**src/rtl/eq_serial_cmp.sv**
```systemverilog
// Bit-serial MSB-first magnitude/equality comparator with saturating equal-result counter.
// Define EQ_SERIAL_CMP_EARLY_EXIT_EN to finish a compare on the first mismatching bit.
module eq_serial_cmp #(
    parameter int unsigned WIDTH   = 8,
    parameter int unsigned COUNT_W = 8
) (
    input  logic               clk,
    input  logic               reset_n,
    input  logic               start,
    input  logic [WIDTH-1:0]   a,
    input  logic [WIDTH-1:0]   b,
    input  logic               clr_count,
    output logic               busy,
    output logic               done,
    output logic               eq,
    output logic               gt,
    output logic               lt,
    output logic [COUNT_W-1:0] eq_count
);

    localparam int unsigned CNT_W = (WIDTH > 1) ? $clog2(WIDTH) : 1;

    typedef enum logic [1:0] {IDLE, SHIFT, DONE} state_t;

    state_t             state_q, state_d;
    logic [WIDTH-1:0]   sa_q, sa_d, sb_q, sb_d;
    logic [CNT_W-1:0]   cnt_q, cnt_d;
    logic               mism_q, mism_d, gtr_q, gtr_d, ltr_q, ltr_d;
    logic               eq_q, eq_d, gt_q, gt_d, lt_q, lt_d;
    logic [COUNT_W-1:0] eqc_q, eqc_d;
    logic               bit_diff, last_bit, first_diff, enter_done;

    always_comb begin
        state_d    = state_q;
        sa_d       = sa_q;
        sb_d       = sb_q;
        cnt_d      = cnt_q;
        mism_d     = mism_q;
        gtr_d      = gtr_q;
        ltr_d      = ltr_q;
        eq_d       = eq_q;
        gt_d       = gt_q;
        lt_d       = lt_q;
        enter_done = 1'b0;
        bit_diff   = sa_q[WIDTH-1] ^ sb_q[WIDTH-1];
        last_bit   = (cnt_q == '0);
        first_diff = bit_diff & ~mism_q;

        case (state_q)
            IDLE, DONE: begin
                state_d = IDLE;
                if (start) begin
                    sa_d    = a;
                    sb_d    = b;
                    cnt_d   = CNT_W'(WIDTH - 1);
                    mism_d  = 1'b0;
                    gtr_d   = 1'b0;
                    ltr_d   = 1'b0;
                    state_d = SHIFT;
                end
            end
            SHIFT: begin
                sa_d  = sa_q << 1;
                sb_d  = sb_q << 1;
                cnt_d = cnt_q - CNT_W'(1);
                // Only the first differing bit decides the ordering.
                if (first_diff) begin
                    mism_d = 1'b1;
                    gtr_d  = sa_q[WIDTH-1];
                    ltr_d  = sb_q[WIDTH-1];
                end
`ifdef EQ_SERIAL_CMP_EARLY_EXIT_EN
                enter_done = last_bit | first_diff;
`else
                enter_done = last_bit;
`endif
                if (enter_done) begin
                    state_d = DONE;
                    eq_d    = ~mism_d;
                    gt_d    = gtr_d;
                    lt_d    = ltr_d;
                end
            end
            default: state_d = IDLE;
        endcase

        // Clear takes priority over a coinciding increment.
        if (clr_count)
            eqc_d = '0;
        else if (enter_done && eq_d && (eqc_q != '1))
            eqc_d = eqc_q + COUNT_W'(1);
        else
            eqc_d = eqc_q;
    end

    always_ff @(posedge clk) begin
        if (!reset_n) begin
            state_q <= IDLE;
            sa_q    <= '0;
            sb_q    <= '0;
            cnt_q   <= '0;
            mism_q  <= 1'b0;
            gtr_q   <= 1'b0;
            ltr_q   <= 1'b0;
            eq_q    <= 1'b0;
            gt_q    <= 1'b0;
            lt_q    <= 1'b0;
            eqc_q   <= '0;
        end else begin
            state_q <= state_d;
            sa_q    <= sa_d;
            sb_q    <= sb_d;
            cnt_q   <= cnt_d;
            mism_q  <= mism_d;
            gtr_q   <= gtr_d;
            ltr_q   <= ltr_d;
            eq_q    <= eq_d;
            gt_q    <= gt_d;
            lt_q    <= lt_d;
            eqc_q   <= eqc_d;
        end
    end

    assign busy     = (state_q == SHIFT);
    assign done     = (state_q == DONE);
    assign eq       = eq_q;
    assign gt       = gt_q;
    assign lt       = lt_q;
    assign eq_count = eqc_q;

endmodule

```
**config.mk**
```make
export PLATFORM = sky130hd
export DESIGN_NAME = eq_serial_cmp
export DESIGN_NICKNAME = d
export VERILOG_FILES = /design/src/rtl/eq_serial_cmp.sv
export SDC_FILE = /design/constraint.sdc
export NUM_CORES = 1
export LEC_CHECK = 0
export BUFFER_PORTS_ARGS = -buffer_cell sky130_fd_sc_hd__buf_4
export CORE_ASPECT_RATIO = 1.5
export CORE_MARGIN = 2
export CORE_UTILIZATION = 53
export CTS_CLUSTER_SIZE = 12
export DETAILED_ROUTE_END_ITERATION = 16
export PLACE_DENSITY = 0.78
export SLEW_MARGIN = 20
export SYNTH_ARGS = -nofsm -noshare
export SYNTH_HDL_FRONTEND = slang
export SYNTH_SLANG_ARGS = --single-unit
```
**constraint.sdc**
```tcl
create_clock -name clk -period 2.24 [get_ports clk]
set_input_delay 0.224 -clock clk [delete_from_list [all_inputs] [get_ports clk]]
set_output_delay 0.224 -clock clk [all_outputs]
set_load 0.03 [all_outputs]
```
### After elaboration in Yosys (flattened, before gate mapping)

Cells that the tools add are included.

* register bits after elaboration: 35
* latch bits: 0
* memory bits (writable): 0
* bits in read-only memories: 0
* output and inout port bits: 13
* word-level logic and storage cells: 52
* memories kept: 0

* $add $sub $neg: 2
* multiply operators: 0
* divide/modulo/power cells: 0
* magnitude comparators: 0
* equal/unequal tests: 5
* shifts and indexed selects: 0
* mux-type cells: 20
* bitwise logic cells: 5
* reduce and logical (&&, ||, !) cells: 9

Operators by type and width (number)
* one-hot mux 8 bit (2 select lines): 2
* 2-to-1 mux 8 bit: 2
* 2-to-1 mux 1 bit: 9
* adder 8 x 1 -> 8 bit (second input constant): 1
* inequality test 8 bit (second input constant): 1
* one-hot mux 1 bit (2 select lines): 3
* one-hot mux 3 bit (2 select lines): 1
* one-hot mux 2 bit (2 select lines): 1
* AND reduction 2 bit: 2
* OR reduction 2 bit: 2
* zero test 3 bit: 1
* 2-to-1 mux 3 bit: 1
* NOT 1 bit: 3
* subtractor 3 x 1 -> 3 bit (second input constant): 1
* equality test 2 x 1 -> 1 bit (second input constant): 1
* equality test 2 bit (second input constant): 1
* logical AND 1 bit: 2
* zero test 2 bit: 1
* 2-to-1 mux 2 bit: 1
* inequality test 2 x 1 -> 1 bit (second input constant): 1
* inequality test 2 bit (second input constant): 1
* nonzero test 2 bit: 1
* bitwise AND 1 bit: 1
* XOR 1 bit: 1

### Longest topological paths before layout

* depth after elaboration: 9
* depth in mapped cells: 9
* depth with buffers taken out: 6

### Worst setup path before layout

OpenSTA, ideal clock, no wires.

* kind: register -> register
* start point: register cnt_q[0]
* end point: register eqc_q[7], in the netlist eq_count[7]
* library setup time: 0.130 ns
* data arrival time: 1.809 ns
* data required time: 2.110 ns
* setup slack: 0.302 ns
* stages on the path, launching flop included: 10
* period minus slack after synthesis: 1.938 ns
* cells stage by stage: dfxtp_1 inv_1 ha_1 nand4bb_1 buf_2 or3_1 clkbuf_1 buf_2 o41ai_1 a21oi_1

* cells in the longest elaborated chain, start to end: 5
* elaborated cells between the ends (all ways): 6
* those cells by class: mux: 3; reduce/logical: 3

Ends and longest elaborated chain
* from (decl): line 27 `logic [CNT_W-1:0] cnt_q, cnt_d;`
* from (signal assigned): line 113 `cnt_q <= cnt_d;`
* zero test 3 bit *: line 46 `last_bit = (cnt_q == '0);`
* 2-to-1 mux 1 bit: line 77 `if (enter_done) begin`
* 2-to-1 mux 1 bit: line 49 `case (state_q)`
* logical AND 1 bit * (2 in series): line 90 `else if (enter_done && eq_d && (eqc_q != '1))`
* to (signal assigned): line 120 `eqc_q <= eqc_d;`
* to (decl): line 30 `logic [COUNT_W-1:0] eqc_q, eqc_d;`

Every way passes the cells marked *; elsewhere a longest branch is shown, timed or not.
A chain may end at the register's enable or synchronous reset.

### Worst setup path after layout

* start point: register cnt_q[0]
* end point: register eqc_q[4], in the netlist eq_count[4]

The elaborated chain is that of the path after synthesis.

==> results.json <==
{
  "clock_latency_ns": 0.28,
  "ys.warnings.count": 0,
  "grt_use_total_pct": 20.5,
  "grt_pass1_vias": 1351,
  "htreeDepth": 2,
  "setup.worst_path.start": "cnt_q[0]$_SDFFE_PN0P_",
  "worstPathRequired_ns": 2.45,
  "hold_viol_final": 0,
  "slew_viol_final": 0,
  "fin_nets": 231,
  "synth_area_um2": 1570,
  "synth-async-reset-ratio_pct": 0,
  "drc": 0,
  "min_path_type": "in -> reg",
  "yosysSeqAreaShare_pct": 44.6,
  "fmax_mhz": 489,
  "fin_util_pct": 66.9,
  "fin_crit_sh_pct": 91.4,
  "cap_violations": 0,
  "hpwl_mm": 2.49,
  "cp-end-kind": "flop",
  "arrival_ns": 2.26,
  "place_area_um2": 1850,
  "syn_inst": 177,
  "ios": 33,
  "die_height_um": 70.7,
  "power_density_nw_per_um2": 706,
  "fin_worst_skew_ns": 0.00493,
  "dieArea_um2": 3430,
  "place.gp.congestion": 0.830,
  "r2r-end": "eq_count[4]$_SDFFE_PP0P_",
  "outcome": "completed",
  "wl_mm": 3.34,
  "stdcell_area_um2": 1930,
  "overflow": 0,
  "layoutNonFillerInstCount": 248,
  "ys.flop_type": "dfxtp_1",
  "antenna_found_initial": 0,
  "period_needed_ns": 2.05,
  "setup_viol": 0,
  "port_buffers": 32,
  "p_leak_uw": 0.000777,
  "hold_buffers": 0,
  "ys_types": 37,
  "area_growth_pct": 22.6,
  "r2r_slack_ns": 0.19,
  "crit_path_start_kind": "flop",
  "tritoncts": "yes",
  "first_iter_violations": 33,
  "clkSinkCount": 35,
  "synth.area.mux_share_pct": 9.55,
  "dp_cells": 240,
  "via_count": 1398,
  "synth_top_family_by_area": "simple AND/OR/NAND/NOR gates",
  "cp_max_fo": 15,
  "clkTransAtPathRegs_ns": 0.07,
  "avgSynthCellArea_um2": 8.89,
  "postCtsSetupRepairBufs": 0,
  "synth_edf_count": 0,
  "rsz0062_at_grt": "no",
  "viasPerCell": 5.64,
  "synth_adder_area_share_pct": 2.39,
  "clockBufferDepth": 2,
  "synth-compound-area-share_pct": 19.2,
  "syn_nets": 200,
  "diodes": 0,
  "r2r_cells": 6,
  "wl_per_cell_um": 13.5,
  "worstSetupPathType": "reg -> reg",
  "synth_xor_area_share_pct": 0.557,
  "initial_utilization_pct": 54.6,
  "first_pass_iters": 4,
  "grt_pass1_wl_mm": 5.64,
  "die_w_um": 48.5,
  "final_layout_size_suffix_gt1_share_pct": 21.5,
  "antenna_left": 0,
  "tns_ns": 0,
  "slew-limit-headroom_pct": 64.1,
  "core_region_area_um2": 2880,
  "rr_startpoint": "cnt_q[0]$_SDFFE_PN0P_",
  "rows": 24,
  "cts_root_buf": "clkbuf_8",
  "cts_made_buffers": 5,
  "ir_drop_mv": 0.574,
  "cts_resized": 0,
  "yosys.area_share.simple_pct": 19.3,
  "tightest_slew_ns": 0.537,
  "endpoint": "eq_count[4]$_SDFFE_PP0P_",
  "grt_max_degree": 32,
  "ys_seq_elements": 35,
  "n_fill_cell": 262
}
==> how the worst min path moves through the flow <==
stage,from,end,depth (start not counted)
after floorplan,reset_n,mism_q$_SDFFE_PN0P_,2
after global placement,gt$_SDFFE_PN0P_,gt$_SDFFE_PN0P_,2
after detailed placement,gt$_SDFFE_PN0P_,gt$_SDFFE_PN0P_,2
after CTS,a[0],sa_q[0]$_SDFFE_PN0P_,3
after global routing,a[0],sa_q[0]$_SDFFE_PN0P_,3
final,a[0],sa_q[0]$_SDFFE_PN0P_,3
==> cell usage in the layout (no fill, tap or decap), drive strengths merged, types with 5 or more instances in the layout <==
master  instances
nand3           5
a211oi         15
a21oi           9
o21ai           5
mux2i          15
clkbuf          7
nand2           6
nor2           26
nand2b          6
dfxtp          35
buf            36
==> report_power, final <==
group | leakage, µW | switching, µW | internal, µW
logic | 0.000448 | 124 | 106
clock network | 0.0000422 | 213 | 218
registers | 0.000287 | 31.8 | 670
total | 0.000777 | 368 | 993
==> cells by family (layout without fill, tap and decap cells) <==
kind of cell / count (synthesis) / count (layout)
and+or+nand+nor: 61 / 61
AOI/OAI and AO/OA: 44 / 44
DFF: 35 / 35
buffers and inverters: 18 / 50
muxes: 15 / 15
adders and majority gates: 3 / 3
xor gates and xnor gates: 1 / 1
==> cells in the mapped netlist (all sizes together), types with 2 or more instances <==
cell type | instances | area share, %
nand2 | 6 | 1.4
or4 | 3 | 1.4
clkinv | 2 | 0.48
ha | 3 | 2.4
buf | 5 | 1.4
o21ai | 5 | 1.6
nand3 | 5 | 1.6
o41ai | 2 | 1.1
clkbuf | 7 | 1.7
nor4 | 2 | 0.80
dfxtp | 35 | 45
o31ai | 2 | 0.95
a22oi | 3 | 1.4
o21a | 2 | 0.95
a21oi | 9 | 2.9
inv | 4 | 0.95
or3 | 2 | 0.80
or2 | 2 | 0.80
nor3 | 2 | 0.64
nand2b | 6 | 2.4
a211oi | 15 | 7.2
nor2b | 2 | 0.80
nor2 | 26 | 6.2
mux2i | 15 | 9.5
==> metal layers <==
metal / part of all wire, % / global-route usage, % / vias to the layer above
li1: - / - / 704
met1: 41 / 22.0 / 655
met2: 54 / 39.0 / 37
met3: 4.3 / 5.06 / 2
met4: 0.81 / 6.67 / 0
met5: 0 / 0 / -
==> critical path, cell delays in order, from the launching register on <==
cell and delay (ns):
dfxtp_1 0.33, inv_1 0.08, ha_1 0.17, nand4bb_1 0.12, or3_1 0.56, or4_1 0.56, a21oi_1 0.15
==> registers in the layout, indices dropped and copies added (netlist names) <==
name / cells
eq_count: 8
sa_q: 8
sb_q: 8
cnt_q: 3
state_q: 2
eq: 1
gt: 1
gtr_q: 1
lt: 1
ltr_q: 1
mism_q: 1
==> area by class of cell <==
class | instances | area [µm²] | share of cell area [%]
clock buffer | 7 | 76.3 | 3.96
inverter | 6 | 22.5 | 1.17
sequential | 35 | 701 | 36.3
timing repair buffer | 36 | 270 | 14.0
tap | 39 | 48.8 | 2.53
multi-input combinational | 124 | 805 | 41.7
clock inverter | 1 | 5.00 | 0.260
==> per-stage QoR <==
step	setup WS, ns	hold WS [ns]	power, µW
floorplan	0.302	0.362	871
global placement	0.293	0.449	931
detailed placement	0.225	0.451	945
CTS	0.211	0.204	1370
global route	0.0786	0.207	1430
finish	0.194	0.200	1360
Note: power is estimated with default switching activity, not from simulation.
